===== src/rtl/hazard_scheduler_if.sv =====
// Pipeline <-> hazard_scheduler signal bundle. master = pipeline side, slave = scheduler.
interface hazard_scheduler_if;
  logic [4:0] rs_d, rt_d, rs_e, rt_e;
  logic [4:0] write_reg_e, write_reg_m, write_reg_w;
  logic       reg_write_e, reg_write_m, reg_write_w;
  logic       mem_to_reg_e, mem_to_reg_m;
  logic       branch_d, jump_d, pc_src_d;
  logic       muldiv_start_e;
  logic       mem_access_m, mem_ready_m;
  logic       stall_f, stall_d, stall_e, stall_m;
  logic       flush_d, flush_e;
  logic       forward_a_d, forward_b_d;
  logic [1:0] forward_a_e, forward_b_e;
  logic       muldiv_busy;

  modport master (
    output rs_d, rt_d, rs_e, rt_e, write_reg_e, write_reg_m, write_reg_w,
           reg_write_e, reg_write_m, reg_write_w, mem_to_reg_e, mem_to_reg_m,
           branch_d, jump_d, pc_src_d, muldiv_start_e, mem_access_m, mem_ready_m,
    input  stall_f, stall_d, stall_e, stall_m, flush_d, flush_e,
           forward_a_d, forward_b_d, forward_a_e, forward_b_e, muldiv_busy
  );

  modport slave (
    input  rs_d, rt_d, rs_e, rt_e, write_reg_e, write_reg_m, write_reg_w,
           reg_write_e, reg_write_m, reg_write_w, mem_to_reg_e, mem_to_reg_m,
           branch_d, jump_d, pc_src_d, muldiv_start_e, mem_access_m, mem_ready_m,
    output stall_f, stall_d, stall_e, stall_m, flush_d, flush_e,
           forward_a_d, forward_b_d, forward_a_e, forward_b_e, muldiv_busy
  );
endinterface


===== src/rtl/hazard_scheduler.sv =====
// Hazard detection, forwarding select and multi-cycle (mult/div, memory wait) stall control.
// Macro HAZARD_SCHEDULER_FWD_EN enables forwarding; without it RAW dependencies stall in decode.
module hazard_scheduler #(
  parameter int unsigned MULDIV_CYCLES = 4
) (
  input  logic              clk,
  input  logic              clr,
  hazard_scheduler_if.slave hz
);
  typedef enum logic [1:0] {RUN, MULDIV, MEMWAIT} state_t;
  localparam logic [3:0] CNT_LOAD = 4'(MULDIV_CYCLES - 1);

  state_t     state_q, state_d;
  logic [3:0] cnt_q, cnt_d;
  logic       dec_hit_e, dec_hit_m;
  logic       lw_stall, br_stall, dep_stall, run_stall, mem_wait;
  logic       stall_f, stall_d, stall_e, stall_m, flush_e, busy;
  logic       fwd_a_d, fwd_b_d;
  logic [1:0] fwd_a_e, fwd_b_e;

  function automatic logic hit(input logic [4:0] src, input logic [4:0] dst);
    return (src != 5'd0) && (src == dst);
  endfunction

  assign dec_hit_e = hit(hz.rs_d, hz.write_reg_e) || hit(hz.rt_d, hz.write_reg_e);
  assign dec_hit_m = hit(hz.rs_d, hz.write_reg_m) || hit(hz.rt_d, hz.write_reg_m);
  assign lw_stall  = hz.mem_to_reg_e && dec_hit_e;
  assign br_stall  = hz.branch_d &&
                     ((hz.reg_write_e && dec_hit_e) || (hz.mem_to_reg_m && dec_hit_m));
  assign mem_wait  = hz.mem_access_m && !hz.mem_ready_m;

`ifdef HAZARD_SCHEDULER_FWD_EN
  function automatic logic [1:0] sel_e(input logic [4:0] src,
                                       input logic rw_m, input logic [4:0] wr_m,
                                       input logic rw_w, input logic [4:0] wr_w);
    if (rw_m && hit(src, wr_m)) return 2'b10;
    if (rw_w && hit(src, wr_w)) return 2'b01;
    return 2'b00;
  endfunction

  assign fwd_a_e   = sel_e(hz.rs_e, hz.reg_write_m, hz.write_reg_m, hz.reg_write_w, hz.write_reg_w);
  assign fwd_b_e   = sel_e(hz.rt_e, hz.reg_write_m, hz.write_reg_m, hz.reg_write_w, hz.write_reg_w);
  assign fwd_a_d   = hz.reg_write_m && hit(hz.rs_d, hz.write_reg_m);
  assign fwd_b_d   = hz.reg_write_m && hit(hz.rt_d, hz.write_reg_m);
  assign dep_stall = 1'b0;
`else
  logic unused_fwd;
  assign unused_fwd = ^{hz.rs_e, hz.rt_e, hz.write_reg_w, hz.reg_write_w};
  assign fwd_a_e    = '0;
  assign fwd_b_e    = '0;
  assign fwd_a_d    = 1'b0;
  assign fwd_b_d    = 1'b0;
  // W needs no stall: the register file writes in the first half-cycle.
  assign dep_stall  = (hz.reg_write_e && dec_hit_e) || (hz.reg_write_m && dec_hit_m);
`endif

  assign run_stall = lw_stall || br_stall || dep_stall;

  always_ff @(posedge clk or posedge clr) begin
    if (clr) begin
      state_q <= RUN;
      cnt_q   <= '0;
    end else begin
      state_q <= state_d;
      cnt_q   <= cnt_d;
    end
  end

  always_comb begin
    state_d = state_q;
    cnt_d   = cnt_q;
    stall_f = 1'b0;
    stall_d = 1'b0;
    stall_e = 1'b0;
    stall_m = 1'b0;
    flush_e = 1'b0;
    busy    = 1'b0;
    unique case (state_q)
      RUN: begin
        stall_f = run_stall;
        stall_d = run_stall;
        flush_e = run_stall;
        if (mem_wait) begin
          state_d = MEMWAIT;
        end else if (hz.muldiv_start_e) begin
          // Busy covers the issue cycle so it spans MULDIV_CYCLES in total.
          state_d = MULDIV;
          cnt_d   = CNT_LOAD;
          busy    = 1'b1;
        end
      end
      MEMWAIT: begin
        stall_f = 1'b1;
        stall_d = 1'b1;
        stall_e = 1'b1;
        stall_m = 1'b1;
        if (hz.mem_ready_m) state_d = RUN;
      end
      MULDIV: begin
        if (cnt_q != 4'd0) begin
          stall_f = 1'b1;
          stall_d = 1'b1;
          stall_e = 1'b1;
          busy    = 1'b1;
          cnt_d   = cnt_q - 4'd1;
        end else begin
          state_d = RUN;
        end
      end
      default: state_d = RUN;
    endcase
    if (clr) begin
      stall_e = 1'b0;
      stall_m = 1'b0;
      busy    = 1'b0;
    end
  end

  assign hz.stall_f     = stall_f;
  assign hz.stall_d     = stall_d;
  assign hz.stall_e     = stall_e;
  assign hz.stall_m     = stall_m;
  assign hz.flush_d     = (hz.pc_src_d || hz.jump_d) && !stall_d;
  assign hz.flush_e     = flush_e;
  assign hz.forward_a_d = fwd_a_d;
  assign hz.forward_b_d = fwd_b_d;
  assign hz.forward_a_e = fwd_a_e;
  assign hz.forward_b_e = fwd_b_e;
  assign hz.muldiv_busy = busy;
endmodule

===== src/flat_wrapper.sv =====
// flat-port wrapper written by rule: the top's interface ports become plain ports
module hazard_scheduler_flat 
#(
  parameter int unsigned MULDIV_CYCLES = 4
)
  (clk, clr, hz_rs_d, hz_rt_d, hz_rs_e, hz_rt_e, hz_write_reg_e, hz_write_reg_m, hz_write_reg_w, hz_reg_write_e, hz_reg_write_m, hz_reg_write_w, hz_mem_to_reg_e, hz_mem_to_reg_m, hz_branch_d, hz_jump_d, hz_pc_src_d, hz_muldiv_start_e, hz_mem_access_m, hz_mem_ready_m, hz_stall_f, hz_stall_d, hz_stall_e, hz_stall_m, hz_flush_d, hz_flush_e, hz_forward_a_d, hz_forward_b_d, hz_forward_a_e, hz_forward_b_e, hz_muldiv_busy);
  hazard_scheduler_if hz_i ();
  input  logic clk;
  input  logic clr;
  input wire logic [$bits(hz_i.rs_d)-1:0] hz_rs_d;
  input wire logic [$bits(hz_i.rt_d)-1:0] hz_rt_d;
  input wire logic [$bits(hz_i.rs_e)-1:0] hz_rs_e;
  input wire logic [$bits(hz_i.rt_e)-1:0] hz_rt_e;
  input wire logic [$bits(hz_i.write_reg_e)-1:0] hz_write_reg_e;
  input wire logic [$bits(hz_i.write_reg_m)-1:0] hz_write_reg_m;
  input wire logic [$bits(hz_i.write_reg_w)-1:0] hz_write_reg_w;
  input wire logic [$bits(hz_i.reg_write_e)-1:0] hz_reg_write_e;
  input wire logic [$bits(hz_i.reg_write_m)-1:0] hz_reg_write_m;
  input wire logic [$bits(hz_i.reg_write_w)-1:0] hz_reg_write_w;
  input wire logic [$bits(hz_i.mem_to_reg_e)-1:0] hz_mem_to_reg_e;
  input wire logic [$bits(hz_i.mem_to_reg_m)-1:0] hz_mem_to_reg_m;
  input wire logic [$bits(hz_i.branch_d)-1:0] hz_branch_d;
  input wire logic [$bits(hz_i.jump_d)-1:0] hz_jump_d;
  input wire logic [$bits(hz_i.pc_src_d)-1:0] hz_pc_src_d;
  input wire logic [$bits(hz_i.muldiv_start_e)-1:0] hz_muldiv_start_e;
  input wire logic [$bits(hz_i.mem_access_m)-1:0] hz_mem_access_m;
  input wire logic [$bits(hz_i.mem_ready_m)-1:0] hz_mem_ready_m;
  output wire logic [$bits(hz_i.stall_f)-1:0] hz_stall_f;
  output wire logic [$bits(hz_i.stall_d)-1:0] hz_stall_d;
  output wire logic [$bits(hz_i.stall_e)-1:0] hz_stall_e;
  output wire logic [$bits(hz_i.stall_m)-1:0] hz_stall_m;
  output wire logic [$bits(hz_i.flush_d)-1:0] hz_flush_d;
  output wire logic [$bits(hz_i.flush_e)-1:0] hz_flush_e;
  output wire logic [$bits(hz_i.forward_a_d)-1:0] hz_forward_a_d;
  output wire logic [$bits(hz_i.forward_b_d)-1:0] hz_forward_b_d;
  output wire logic [$bits(hz_i.forward_a_e)-1:0] hz_forward_a_e;
  output wire logic [$bits(hz_i.forward_b_e)-1:0] hz_forward_b_e;
  output wire logic [$bits(hz_i.muldiv_busy)-1:0] hz_muldiv_busy;
  assign hz_i.rs_d = hz_rs_d;
  assign hz_i.rt_d = hz_rt_d;
  assign hz_i.rs_e = hz_rs_e;
  assign hz_i.rt_e = hz_rt_e;
  assign hz_i.write_reg_e = hz_write_reg_e;
  assign hz_i.write_reg_m = hz_write_reg_m;
  assign hz_i.write_reg_w = hz_write_reg_w;
  assign hz_i.reg_write_e = hz_reg_write_e;
  assign hz_i.reg_write_m = hz_reg_write_m;
  assign hz_i.reg_write_w = hz_reg_write_w;
  assign hz_i.mem_to_reg_e = hz_mem_to_reg_e;
  assign hz_i.mem_to_reg_m = hz_mem_to_reg_m;
  assign hz_i.branch_d = hz_branch_d;
  assign hz_i.jump_d = hz_jump_d;
  assign hz_i.pc_src_d = hz_pc_src_d;
  assign hz_i.muldiv_start_e = hz_muldiv_start_e;
  assign hz_i.mem_access_m = hz_mem_access_m;
  assign hz_i.mem_ready_m = hz_mem_ready_m;
  assign hz_stall_f = hz_i.stall_f;
  assign hz_stall_d = hz_i.stall_d;
  assign hz_stall_e = hz_i.stall_e;
  assign hz_stall_m = hz_i.stall_m;
  assign hz_flush_d = hz_i.flush_d;
  assign hz_flush_e = hz_i.flush_e;
  assign hz_forward_a_d = hz_i.forward_a_d;
  assign hz_forward_b_d = hz_i.forward_b_d;
  assign hz_forward_a_e = hz_i.forward_a_e;
  assign hz_forward_b_e = hz_i.forward_b_e;
  assign hz_muldiv_busy = hz_i.muldiv_busy;
  hazard_scheduler #(.MULDIV_CYCLES(MULDIV_CYCLES)) u_core (.clk(clk), .clr(clr), .hz(hz_i));
endmodule

===== config.mk =====
export PLATFORM = sky130hd
export DESIGN_NAME = hazard_scheduler_flat
export DESIGN_NICKNAME = d
export VERILOG_FILES = /design/src/rtl/hazard_scheduler_if.sv /design/src/rtl/hazard_scheduler.sv /design/src/flat_wrapper.sv
export SDC_FILE = /design/constraint.sdc
export NUM_CORES = 1
export LEC_CHECK = 0
export BUFFER_PORTS_ARGS = -buffer_cell sky130_fd_sc_hd__clkbuf_2
export CAP_MARGIN = 25
export CELL_PAD_IN_SITES_DETAIL_PLACEMENT = 1
export CELL_PAD_IN_SITES_GLOBAL_PLACEMENT = 1
export CORE_AREA = 2 2 58 60
export DETAILED_ROUTE_END_ITERATION = 16
export DIE_AREA = 0 0 60 62
export GPL_TIMING_DRIVEN = 0
export PLACE_DENSITY_LB_ADDON = 0.1
export SETUP_SLACK_MARGIN = 0.15
export SYNTH_ARGS = -nofsm -noshare
export SYNTH_HDL_FRONTEND = slang
export SYNTH_SLANG_ARGS = --single-unit

===== constraint.sdc =====
create_clock -name clk -period 1.9 [get_ports clk]
set_clock_uncertainty 0.05 [all_clocks]
set_input_delay 0.19 -clock clk [delete_from_list [all_inputs] [get_ports clk]]
set_output_delay 0.19 -clock clk [all_outputs]
set_load 0.1 [all_outputs]

## After elaboration in Yosys (flattened, before gate mapping)

Index checks and enable logic that the tools add are counted.

- Flip-flop bits (word level): 6
- Bits of input ports: 48
- Output and inout bits: 13
- Logic and storage cells: 62

- Add/subtract/negate cells: 1
- Equal/unequal tests: 12
- Mux-type cells: 20
- Reductions and logical operators: 27

Operator list:

| operator | number |
|---|---|
| $eq A5 B5 Y1 | 4 |
| $mux W4 | 3 |
| $logic_and A1 B1 Y1 | 11 |
| $reduce_bool A5 Y1 | 2 |
| $mux W1 | 8 |
| $mux W2 | 4 |
| $ne A2 B2 Y1 const B | 4 |
| $pmux W4 S2 | 1 |
| $logic_or A1 B1 Y1 | 7 |
| $pmux W2 S3 | 1 |
| $pmux W1 S2 | 2 |
| $reduce_and A4 Y1 | 1 |
| $reduce_bool A4 Y1 | 1 |
| $sub A4 B1 Y4 const B | 1 |
| $ne A3 B2 Y1 const B | 1 |
| $pmux W1 S3 | 1 |
| $reduce_and A3 Y1 | 1 |
| $eq A2 B1 Y1 const B | 1 |
| $eq A2 B2 Y1 const B | 1 |
| $logic_not A1 Y1 | 2 |
| $logic_not A2 Y1 | 1 |
| $ne A2 B1 Y1 const B | 1 |
| $reduce_bool A2 Y1 | 1 |

## Depth between registers and ports, before layout

Gate-level depths: netlist of the first run.

- Word-level depth: 11
- Gate-level depth with buffers: 7
- Mapped depth without buffers: 7

## Worst setup path before layout of the first run

No wires, ideal clock.

- Path type: register -> output
- From: reg u_core.cnt_q[0]
- To: out hz_stall_e
- Data arrival time: 3.048 ns
- Data required time: 1.660 ns
- Slack: -1.388 ns
- Stages on the path, launching flop included: 6
- Buffers on the path: 0
- Path through: dfrtp_1 > inv_1 > ha_1 > nand2_1 > a21oi_1 > nor3b_1

- Cells in the longest elaborated chain, start to end: 4

Ends and longest elaborated chain:

| what | RTL line | RTL |
|---|---|---|
| start, declared | hazard_scheduler.sv:14 | `logic [3:0] cnt_q, cnt_d;` |
| start signal, assigned | hazard_scheduler.sv:65 | `cnt_q <= cnt_d;` |
| $reduce_bool A4 Y1 | hazard_scheduler.sv:100 | `if (cnt_q != 4'd0) begin` |
| $mux W1 | hazard_scheduler.sv:100 |  |
| $pmux W1 S2 | hazard_scheduler.sv:78 | `unique case (state_q)` |
| $mux W1 | hazard_scheduler.sv:112 | `if (clr) begin` |
| end, declared | flat_wrapper.sv:30 | `output wire logic [$bits(hz_i.stall_e)-1:0] hz_stall_e;` |

Every way passes these cells.

## Worst setup path in the final report of the first run

- From: in hz_rs_d[4]
- To: out hz_stall_f

- Cells in the longest elaborated chain, start to end: 9
- Elaborated cells on any way between the ends: 17
- Those cells by class: eq/ne: 2; mux: 1; reduce/logical: 14

Ends and longest elaborated chain:

| what | RTL line | RTL |
|---|---|---|
| start, declared | flat_wrapper.sv:10 | `input wire logic [$bits(hz_i.rs_d)-1:0] hz_rs_d;` |
| $eq A5 B5 Y1 / $reduce_bool A5 Y1 (equally long branches) | hazard_scheduler.sv:22 | `return (src != 5'd0) && (src == dst);` |
| $logic_and A1 B1 Y1 | hazard_scheduler.sv:22 |  |
| $logic_or A1 B1 Y1, on equally long branches | hazard_scheduler.sv:25, hazard_scheduler.sv:26 |  |
| $logic_and A1 B1 Y1, on equally long branches | hazard_scheduler.sv:29, hazard_scheduler.sv:54 |  |
| $logic_or A1 B1 Y1 | hazard_scheduler.sv:29 | `((hz.reg_write_e && dec_hit_e) \|\| (hz.mem_to_reg_m && dec_hit_m));` |
| $logic_and A1 B1 Y1 | hazard_scheduler.sv:28 | `assign br_stall = hz.branch_d &&` |
| $logic_or A1 B1 Y1 | hazard_scheduler.sv:57 | `assign run_stall = lw_stall \|\| br_stall \|\| dep_stall;` |
| $logic_or A1 B1 Y1 * | hazard_scheduler.sv:57 |  |
| $pmux W1 S3 * | hazard_scheduler.sv:78 |  |
| end, declared | flat_wrapper.sv:28 | `output wire logic [$bits(hz_i.stall_f)-1:0] hz_stall_f;` |

Mark *: on every way between the ends. The rest lies on a longest branch, timed or not.

==> impl_results.md, run 1 <==
- Status: finished, violations left
- Violated checks: setup timing
- Post-Syn Area: 778 µm²
- Area of the multi-input gates: 753 µm²
- Clock Latency Late Sink: 250 ps
- CTS Buf Count: 3
- Post-DP Area: 1120 µm²
- First DRT Iteration DRCs: 26
- Flops & latches, synth: 6
- Pre-Repair DR Iteration Count: 2
- Number of flops mapped to enable cells by yosys: 0
- Share of post-route cells with drive strength above 1: 56.7%
- Global-route wire length before repair: 4.35 mm
- Die footprint: 3720 µm²
- Count of final hold-check violations: 0
- Syn Inst Count: 98
- Worst-path clk slew: 50 ps
- FF+latch area: 151 µm²
- H-tree depth: 1
- Distinct cells, synth: 28
- Period utilization: 106%
- Via count: 903
- PwrDens: 1630 nW/µm²
- Row count: 21
- Layout Cell Area excl Fill: 1530 µm²
- # diodes: 0
- Worst setup path category: primary input to output port
- Synth cell count leaders: xor2_1 (11), nand2_1 (9), xnor2_1 (9), buf_4 (7), inv_1 (7)
- Layout area overhead: 96.5%
- CTS sink cnt: 6
- Lkg Pwr: 0.680 nW
- Total wire length: 2.72 mm
- Arrival time of the worst setup path: 1780 ps
- Largest net degree at the start of global routing: 7
- RSZ-0062 raised after global routing: true
- DRC viols: 0
- Worst setup EP type: output port
- Placer Congestion: 0.803
- GRT overflow: 0
- Worst EP required: 1660 ps
- Final slew viol count: 0
- DP Wirelength: 2.01 mm
- Count leader, synth: xor2_1
- Max Cap Viol: 0
- Register area share after synthesis: 19.3%
- Synth area leaders: dfrtp_1 (19%), xor2_1 (12%), xnor2_1 (10%)
- Vias per cell: 4.45
- Hold Crit Class: primary input to register
- Worst hold-check slack: 265 ps
- Post-route ant nets: 0
- Number of global-route vias before repair: 1,005
- Top-area cell type share of the netlist area: 19.3%
- FMAX: 495 MHz
- Average cell area after synthesis: 7.94 µm²
- WL per Instance: 13.4 µm
- Crit path launch type: primary input
- Max clock buf depth: 2
- Core Region: 3180 µm²
- Setup ws final: -122 ps
- Root Buffer: clkbuf_4
- Minimum clock period: 2020 ps
- Starting Density: 24.5%
- Final-stage net count: 212
- Worst Path Max Fanout: 3
- Top Ports: 61
- Count of final setup violators: 4
- DIE WIDTH: 60 µm
- Tot GR Track Use: 15.7%
- Post-synth top area cell: dfrtp_1
- Height of the die: 62 µm
- Ys Warns: 0
- Async set or reset register ratio after synthesis: 100%
- CTS tree: yes
- Port Buf Inserts: 38
- Initial antenna violation count: 0
- Synth Flop Type: dfrtp_1
- Worst VDD drop: 0.00107 V
- Filler cells: 373
==> what timing repair did <==
item | in CTS | in global routing
hold buffers | 1 | 0
endpoints found under the hold margin | 6 | 0
endpoints found under the setup margin | 11 | 9
gates resized for setup | 42 | 22
gates cloned | 0 | 0
pin swaps | 13 | 11
buffers inserted | 9 | 3
==> cell type report <==
cell class,instances,area share (%)
Sequential cell,6,9.90
Timing Repair Buffer,51,29.6
Inverter,7,1.72
Multi-Input combinational cell,83,49.3
Tap cell,46,3.76
Buffer,7,4.26
Clock buffer,3,1.47
==> placed cells by master, fill, tap and decap left out, types with 3 or more instances in the layout <==
master and instances:
o21ai_0 3, inv_1 3, buf_8 3, xor2_1 11, inv_2 4, nand3_1 4, nor2_4 3, xnor2_1 9
ha_4 3, buf_6 5, nand2_1 7, clkbuf_2 27, buf_4 15, clkbuf_4 3, dfrtp_1 5, conb_1 6
clkbuf_16 5
==> registers in the layout, indices dropped and copies added (netlist names) <==
name and cells:
u_core.cnt_q 4, u_core.state_q 2
==> worst max-delay path, cell delays in order <==
cell       delay, ps
buf_8            100
or4_4            540
nor2_4           140
nor3_2            50
a21oi_1          140
o21a_2           220
o22ai_4          100
buf_12           130
clkbuf_16        180
==> power by group <==
part | switching [mW] | leakage, nW | internal [mW] | total, mW
Combinational | 1.22 | 0.593 | 0.887 | 2.11
Sequential | 0.0699 | 0.0723 | 0.187 | 0.257
Clock | 0.0560 | 0.0138 | 0.0721 | 0.128
Total | 1.35 | 0.680 | 1.15 | 2.49
==> per-layer routing <==
metal	track usage (%)	vias up	wire, µm
met5	0	-	0
met2	30.9	32	1450
met3	4.35	0	149
li1	-	446	-
met1	17.1	425	1110
met4	1.90	0	0
==> metrics by stage <==
step / std cells / power (mW) / setup WS [ps] / setup TNS (ps) / util [%]
2_1_floorplan: 103 / 1.52 / -74.5 / -119 / -
3_3_place_gp: 187 / 1.74 / -337 / -1070 / 35.1
3_5_place_dp: 187 / 1.77 / -319 / -1080 / 35.1
4_1_cts: 200 / 2.39 / -112 / -293 / 45.4
5_1_grt: 203 / 2.64 / -188 / -567 / 48.1
6_report: 203 / 2.49 / -122 / -281 / 48.1
==> cell families (layout without fill, tap and decap cells) <==
| family | count (synthesis) | after routing | share of synthesized area [%] |
|---|---|---|---|
| adders and majority gates | 5 | 5 | 8.04 |
| and+or+nand+nor | 30 | 30 | 19.5 |
| buffers and inverters | 14 | 68 | 10.1 |
| AOI/OAI and AO/OA | 20 | 20 | 17.5 |
| xor gates and xnor gates | 20 | 20 | 22.5 |
| DFF | 6 | 6 | 19.3 |
| other | 1 | 6 | 0.482 |
| muxes | 2 | 2 | 2.57 |
==> final timing paths <==
path / startpoint / end / slack (ps) / cells past startpoint
max: hz_rs_d[4] / hz_stall_f / -120 / 9
max reg2reg: u_core.state_q[1]$_DFFE_PP0P_ / u_core.cnt_q[3]$_DFFE_PP0P_ / 280 / 7
min: hz_mem_access_m / u_core.state_q[1]$_DFFE_PP0P_ / 260 / 3
min reg2reg: u_core.cnt_q[1]$_DFFE_PP0P_ / u_core.cnt_q[1]$_DFFE_PP0P_ / 550 / 2
min in group asynchronous: clr / u_core.cnt_q[0]$_DFFE_PP0P_ / 450 / 3
max in group asynchronous: clr / u_core.state_q[0]$_DFFE_PP0P_ / 1120 / 3
Power figures use the tool's default switching activity.
==> run 2: changes to the inputs <==
--- a/config.mk
+++ b/config.mk
@@ -5,14 +5,14 @@
 export SDC_FILE = /design/constraint.sdc
 export NUM_CORES = 1
 export LEC_CHECK = 0
+export ABC_AREA = 1
 export BUFFER_PORTS_ARGS = -buffer_cell sky130_fd_sc_hd__clkbuf_2
 export CAP_MARGIN = 25
 export CELL_PAD_IN_SITES_DETAIL_PLACEMENT = 1
 export CELL_PAD_IN_SITES_GLOBAL_PLACEMENT = 1
-export CORE_AREA = 2 2 58 60
+export CORE_AREA = 2 2 61 63
 export DETAILED_ROUTE_END_ITERATION = 16
-export DIE_AREA = 0 0 60 62
-export GPL_TIMING_DRIVEN = 0
+export DIE_AREA = 0 0 63 65
 export PLACE_DENSITY_LB_ADDON = 0.1
 export SETUP_SLACK_MARGIN = 0.15
 export SYNTH_ARGS = -nofsm -noshare
==> impl_results.md, run 2 <==
- Number of flops mapped to enable cells by yosys: 0 (unchanged)
- # diodes: 0 (unchanged)
- H-tree depth: 1 (unchanged)
- CTS Buf Count: 3 (unchanged)
- Initial antenna violation count: 0 (unchanged)
- Worst Path Max Fanout: 3 (unchanged)
- DP Wirelength: 2.13 mm (+6.0%)
- PwrDens: 1670 nW/µm² (+2.5%)
- Hold Crit Class: primary input to register
- Die footprint: 4100 µm² (+10%)
- Clock Latency Late Sink: 240 ps (about the same)
- Post-route ant nets: 0 (unchanged)
- Period utilization: 96.9% (-9.5 points)
- FMAX: 543 MHz (+9.9%)
- WL per Instance: 10.9 µm (-19%)
- First DRT Iteration DRCs: 13 (-50%)
- Number of flip-flops in the largest register: 4 (unchanged)
- Crit path launch type: register
- Flops & latches, synth: 6 (unchanged)
- Max Cap Viol: 0 (unchanged)
- Ys Warns: 0 (unchanged)
- CTS tree: yes
- Pre-Repair DR Iteration Count: 4 (+2)
- Count of final hold-check violations: 0 (unchanged)
- Status: complete, no violations
- Final-stage net count: 250 (+18%)
- Placer Congestion: 0.811 (+1.0%)
- Share of post-route cells with drive strength above 1: 43.1% (-14 points)
- Synth Flop Type: dfrtp_1
- Arrival time of the worst setup path: 1600 ps (-180 ps)
- Place WS: 98.7 ps (+418 ps)
- Top-area cell type share of the netlist area: 17.3% (-2.0 points)
- Worst hold-check slack: 215 ps (-50.0 ps)
- GRT overflow: 0 (unchanged)
- Worst setup path category: register to output port
- Setup TNS: 0 ps (+281 ps)
- Height of the die: 65 µm (+4.8%)
- Worst setup EP type: output port
- FF-to-FF End: u_core.cnt_q[3]$_DFFE_PP0P_
- Number of global-route vias before repair: 1,089 (+8.4%)
- Distinct cells, synth: 22 (-21%)
- Vias per cell: 4.25 (-4.4%)
- Layout area overhead: 68.8%
- Total wire length: 2.64 mm (-2.9%)
- Hold EP: u_core.state_q[1]$_DFFE_PP0P_
- Max clock buf depth: 2 (unchanged)
- DIE WIDTH: 63 µm (+5.0%)
- Most frequent cells in the layout: nand2_1 (36), clkbuf_2 (31), inv_1 (20)
- Core Region: 3500 µm² (+10%)
- Port Buf Inserts: 38 (unchanged)
- Dpl cells: 225 (+20%)
- Starting Density: 24.9% (+0.40 points)
- Commonest non-fill, non-tap cell in the layout: nand2_1
- Synth cell count leaders: nand2_1 (40), inv_1 (25), nor2_1 (17), xnor2_1 (11), buf_4 (7)
- Syn Inst Count: 141 (+44%)
- Via count: 1,033 (+14%)
- Worst-path clk slew: 50 ps (about the same)
- Largest net degree at the start of global routing: 7 (unchanged)
- Hold path depth: 3 (unchanged)
- Setup crit start: u_core.cnt_q[0]$_DFFE_PP0P_
- Power Total: 2.45 mW (-1.7%)
- Worst VDD drop: 0.000730 V (-32%)
- Row count: 22 (+4.8%)
- Lkg Pwr: 0.760 nW (+12%)
- Post-Syn Area: 870 µm² (+12%)
- Root Buffer: clkbuf_4
- R2r setup slk: 170 ps (-110 ps)
- Top Ports: 61 (unchanged)
- Minimum clock period: 1840 ps (-181 ps)
- RSZ-0062 raised after global routing: true
- Async set or reset register ratio after synthesis: 100% (unchanged)
- Synth area leaders: dfrtp_1 (17%), nand2_1 (17%), xnor2_1 (11%)
- Global-route wire length before repair: 4.66 mm (+7.0%)
- DRC viols: 0 (unchanged)
- Count leader, synth: nand2_1
- Setup ws final: 59.3 ps (+181 ps)
- Final std cells w/o fill: 243 (+20%)
- R2R depth: 11 (+4)
- Register area share after synthesis: 17.3% (-2.0 points)
- Final slew viol count: 0 (unchanged)
- Biggest regs: u_core.cnt_q: 4 flops, u_core.state_q: 2 flops
- Tot GR Track Use: 14.0% (-1.7 points)
- Worst EP required: 1660 ps (about the same)
- CTS sink cnt: 6 (unchanged)
- Count of final setup violators: 0 (-4)
- Register bank with the most flops: u_core.cnt_q
- Post-synth top area cell: dfrtp_1
- Hold Crit Start: hz_mem_access_m
- Reg-to-reg startpoint: u_core.state_q[0]$_DFFE_PP0P_
- Average cell area after synthesis: 6.17 µm² (-22%)
## run 2: stage by stage
step	util [%]	cell area [µm²]
after floorplan	-	955
after global placement	35.5	1240
after detailed placement	35.5	1240
after CTS	40.5	1420
after global routing	42.0	1470
final	42.0	1470
## run 2: power by group
| group | switching (mW) | internal [mW] | total, mW |
|---|---|---|---|
| Sequential | 0.0474 | 0.187 | 0.235 |
| Combinational | 1.29 | 0.807 | 2.10 |
| Clock | 0.0474 | 0.0716 | 0.119 |
## run 2: kinds of logic after synthesis
family | synth area share [%]
adder cells (fa/ha/maj) | 7.19
buffers and inverters | 16.8
flip-flops | 17.3
other | 0.431
AND/OR/NAND/NOR | 30.2
XOR/XNOR | 16.1
AO/OA/AOI/OAI | 11.9
## run 2: worst max-delay path by stage
| stage | slack, ps | cells past startpoint | to |
|---|---|---|---|
| after global placement | 100 | 9 | hz_flush_d |
| final | 60 | 9 | hz_flush_d |
| after CTS | 50 | 9 | hz_flush_d |
| after global routing | -20 | 9 | hz_flush_d |
| after detailed placement | 100 | 9 | hz_flush_d |
| after floorplan | -120 | 7 | hz_stall_f |
## run 2: worst max-delay path, stage by stage, from the launching register on
cell and delay (ps):
dfrtp_1 380, inv_2 80, ha_4 150, nand3_4 80, nand2_4 80, inv_4 40, nor2_4 120, nand2_2 80
a21oi_4 140, buf_12 190
## run 2: per-layer routing
layer  track usage [%]  wire length (µm)
met5                 0                 0
met1              15.1              1050
met4              2.50                16
met3              2.95               131
met2              27.9              1450
## run 2: cell type report
class                           instances  area (µm²)
Timing Repair Buffer                   53         405
Inverter                               25        96.3
Tap cell                               48        60.1
Sequential cell                         6         151
Multi-Input combinational cell        108         732
Fill cell                             463        2030
Clock buffer                            3        22.5
## run 2: what timing repair did
action | 4_1_cts | 5_1_grt
hold buffers | 1 | 0
pin swaps | 8 | 4
endpoints found under the setup margin | 5 | 10
buffers inserted | 11 | 3
resized for setup | 15 | 8
endpoints found under the hold margin | 6 | 0
==> run 3: changes to the inputs <==
--- a/config.mk
+++ b/config.mk
@@ -13,6 +13,7 @@
 export CORE_AREA = 2 2 61 63
 export DETAILED_ROUTE_END_ITERATION = 16
 export DIE_AREA = 0 0 63 65
+export MAX_ROUTING_LAYER = met4
 export PLACE_DENSITY_LB_ADDON = 0.1
 export SETUP_SLACK_MARGIN = 0.15
 export SYNTH_ARGS = -nofsm -noshare
==> impl_results.md, run 3 (synthesis results as in run 2) <==
- Status: complete, no violations
- Family with the most delay on the worst path: flip-flops
- Minimum clock period: 1840 ps (unchanged)
- Port Buf Inserts: 38 (unchanged)
- Tot GR Track Use: 14.4% (+0.38 points)
- Dpl cells: 225 (unchanged)
- CTS tree: yes
- Max clock buf depth: 2 (unchanged)
- GRT overflow: 0 (unchanged)
- Most frequent cells in the layout: nand2_1 (36), clkbuf_2 (31), inv_1 (20)
- Final slew viol count: 0 (unchanged)
- Share of post-route cells with drive strength above 1: 43.1% (unchanged)
- Placer Congestion: 0.823 (+1.5%)
- Commonest non-fill, non-tap cell in the layout: nand2_1
- Vias per cell: 4.25 (unchanged)
- Row count: 22 (unchanged)
- Worst-path clk slew: 50 ps (about the same)
- Core Region: 3500 µm² (unchanged)
- Root Buffer: clkbuf_4
- Top Ports: 61 (unchanged)
- DP Wirelength: 2.13 mm (unchanged)
- Slowest cell delay on critical path: 380 ps (about the same)
- Global-route wire length before repair: 4.66 mm (unchanged)
- Layout area overhead: 68.8% (unchanged)
- Max Cap Viol: 0 (unchanged)
- Worst setup EP type: output port
- Number of global-route vias before repair: 1,089 (unchanged)
- # diodes: 0 (unchanged)
- Count of final setup violators: 0 (unchanged)
- Clock Latency Late Sink: 240 ps (about the same)
- Count of final hold-check violations: 0 (unchanged)
- Total wire length: 2.64 mm (unchanged)
- DRC viols: 0 (unchanged)
- Via count: 1,033 (unchanged)
- Final-stage net count: 250 (unchanged)
- CP bufs+invs: 3 (unchanged)
- Largest net degree at the start of global routing: 7 (unchanged)
- Crit-path cells: inv_2 > ha_4 > nand3_4 > nand2_4 > inv_4 > nor2_4 > nand2_2 > a21oi_4 > buf_12
- Worst VDD drop: 0.000730 V (unchanged)
- Hold Crit Class: primary input to register
- Arrival time of the worst setup path: 1600 ps (about the same)
- Lkg Pwr: 0.760 nW (unchanged)
- Worst Path Max Fanout: 3 (unchanged)
- Post-route ant nets: 0 (unchanged)
- Crit path launch type: register
- Starting Density: 24.9% (unchanged)
- Height of the die: 65 µm (unchanged)
- DIE WIDTH: 63 µm (unchanged)
- Number of flip-flops in the largest register: 4 (unchanged)
- Pre-Repair DR Iteration Count: 4 (unchanged)
- Worst EP required: 1660 ps (about the same)
- PwrDens: 1670 nW/µm² (about the same)
- CTS sink cnt: 6 (unchanged)
- CTS Buf Count: 3 (unchanged)
- RSZ-0062 raised after global routing: true
- Critical path's slowest cell: dfrtp_1
- Biggest regs: u_core.cnt_q: 4 flops, u_core.state_q: 2 flops
- Register bank with the most flops: u_core.cnt_q
- FMAX: 543 MHz (unchanged)
- WL per Instance: 10.9 µm (unchanged)
- Worst setup path category: register to output port
- Initial antenna violation count: 0 (unchanged)
- Power Total: 2.45 mW (about the same)
- H-tree depth: 1 (unchanged)
- Final std cells w/o fill: 243 (unchanged)
- Period utilization: 96.9% (unchanged)
- Die footprint: 4100 µm² (unchanged)
- First DRT Iteration DRCs: 13 (unchanged)
[run 3: metrics by stage]
| stage | area (µm²) | setup TNS, ps | util, % | setup slack [ps] | hold WS, ps |
|---|---|---|---|---|---|
| floorplan | 955 | -160 | - | -120 | -60.9 |
| global placement | 1240 | 0 | 35.5 | 99.8 | 150 |
| detailed placement | 1240 | 0 | 35.5 | 98.7 | 167 |
| CTS | 1420 | 0 | 40.5 | 45.2 | 206 |
| global route | 1470 | -19.7 | 42.0 | -19.7 | 227 |
| finish | 1470 | 0 | 42.0 | 59.3 | 215 |
[run 3: repair_timing]
item                                    CTS  global route
endpoints found under the hold margin     6             0
endpoints found under the setup margin    5            10
pin swaps                                 8             4
hold buffers                              1             0
resized for setup                        15             8
cloned                                    0             0
buffers inserted                         11             3
[run 3: worst reg2reg max path, stage by stage, from the launching register on]
cell	delay (ps)
dfrtp_2	440
inv_2	90
ha_4	140
inv_1	40
a21oi_2	130
nand2_2	110
buf_6	130
o21ai_4	80
o21ai_4	120
o21ai_2	140
o21ai_1	90
nor2_1	100
[run 3: path summary, 6_finish.rpt]
path,startpoint,end,slack [ps],depth (start not counted)
setup / recovery,u_core.cnt_q[0]$_DFFE_PP0P_,hz_flush_d,60,9
hold / removal,hz_mem_access_m,u_core.state_q[1]$_DFFE_PP0P_,210,3
setup reg to reg,u_core.state_q[0]$_DFFE_PP0P_,u_core.cnt_q[3]$_DFFE_PP0P_,170,11
hold reg to reg,u_core.cnt_q[2]$_DFFE_PP0P_,u_core.cnt_q[2]$_DFFE_PP0P_,500,2
max in group asynchronous,clr,u_core.state_q[0]$_DFFE_PP0P_,1040,3
min in group asynchronous,clr,u_core.cnt_q[1]$_DFFE_PP0P_,500,3
[run 3: area by class of cell]
type | count | area [µm²]
fillers | 463 | 2030
multi-input cells | 108 | 732
repair buffers | 53 | 405
flip-flops and latches | 6 | 151
inverters | 25 | 96.3
well taps | 48 | 60.1
clock buffers | 3 | 22.5
[run 3: where the power goes]
group          leakage (nW)  internal (mW)  switching [mW]
combinational         0.674          0.807            1.29
sequential           0.0729          0.187          0.0474
clock                0.0138         0.0716          0.0474
[run 3: routing by layer]
layer | vias up | global-route usage [%] | routed length [µm]
met4 | 0 | 2.50 | 16
met1 | 476 | 15.3 | 1060
met3 | 2 | 2.60 | 118
met5 | - | - | 0
li1 | 528 | - | -
met2 | 27 | 27.9 | 1450
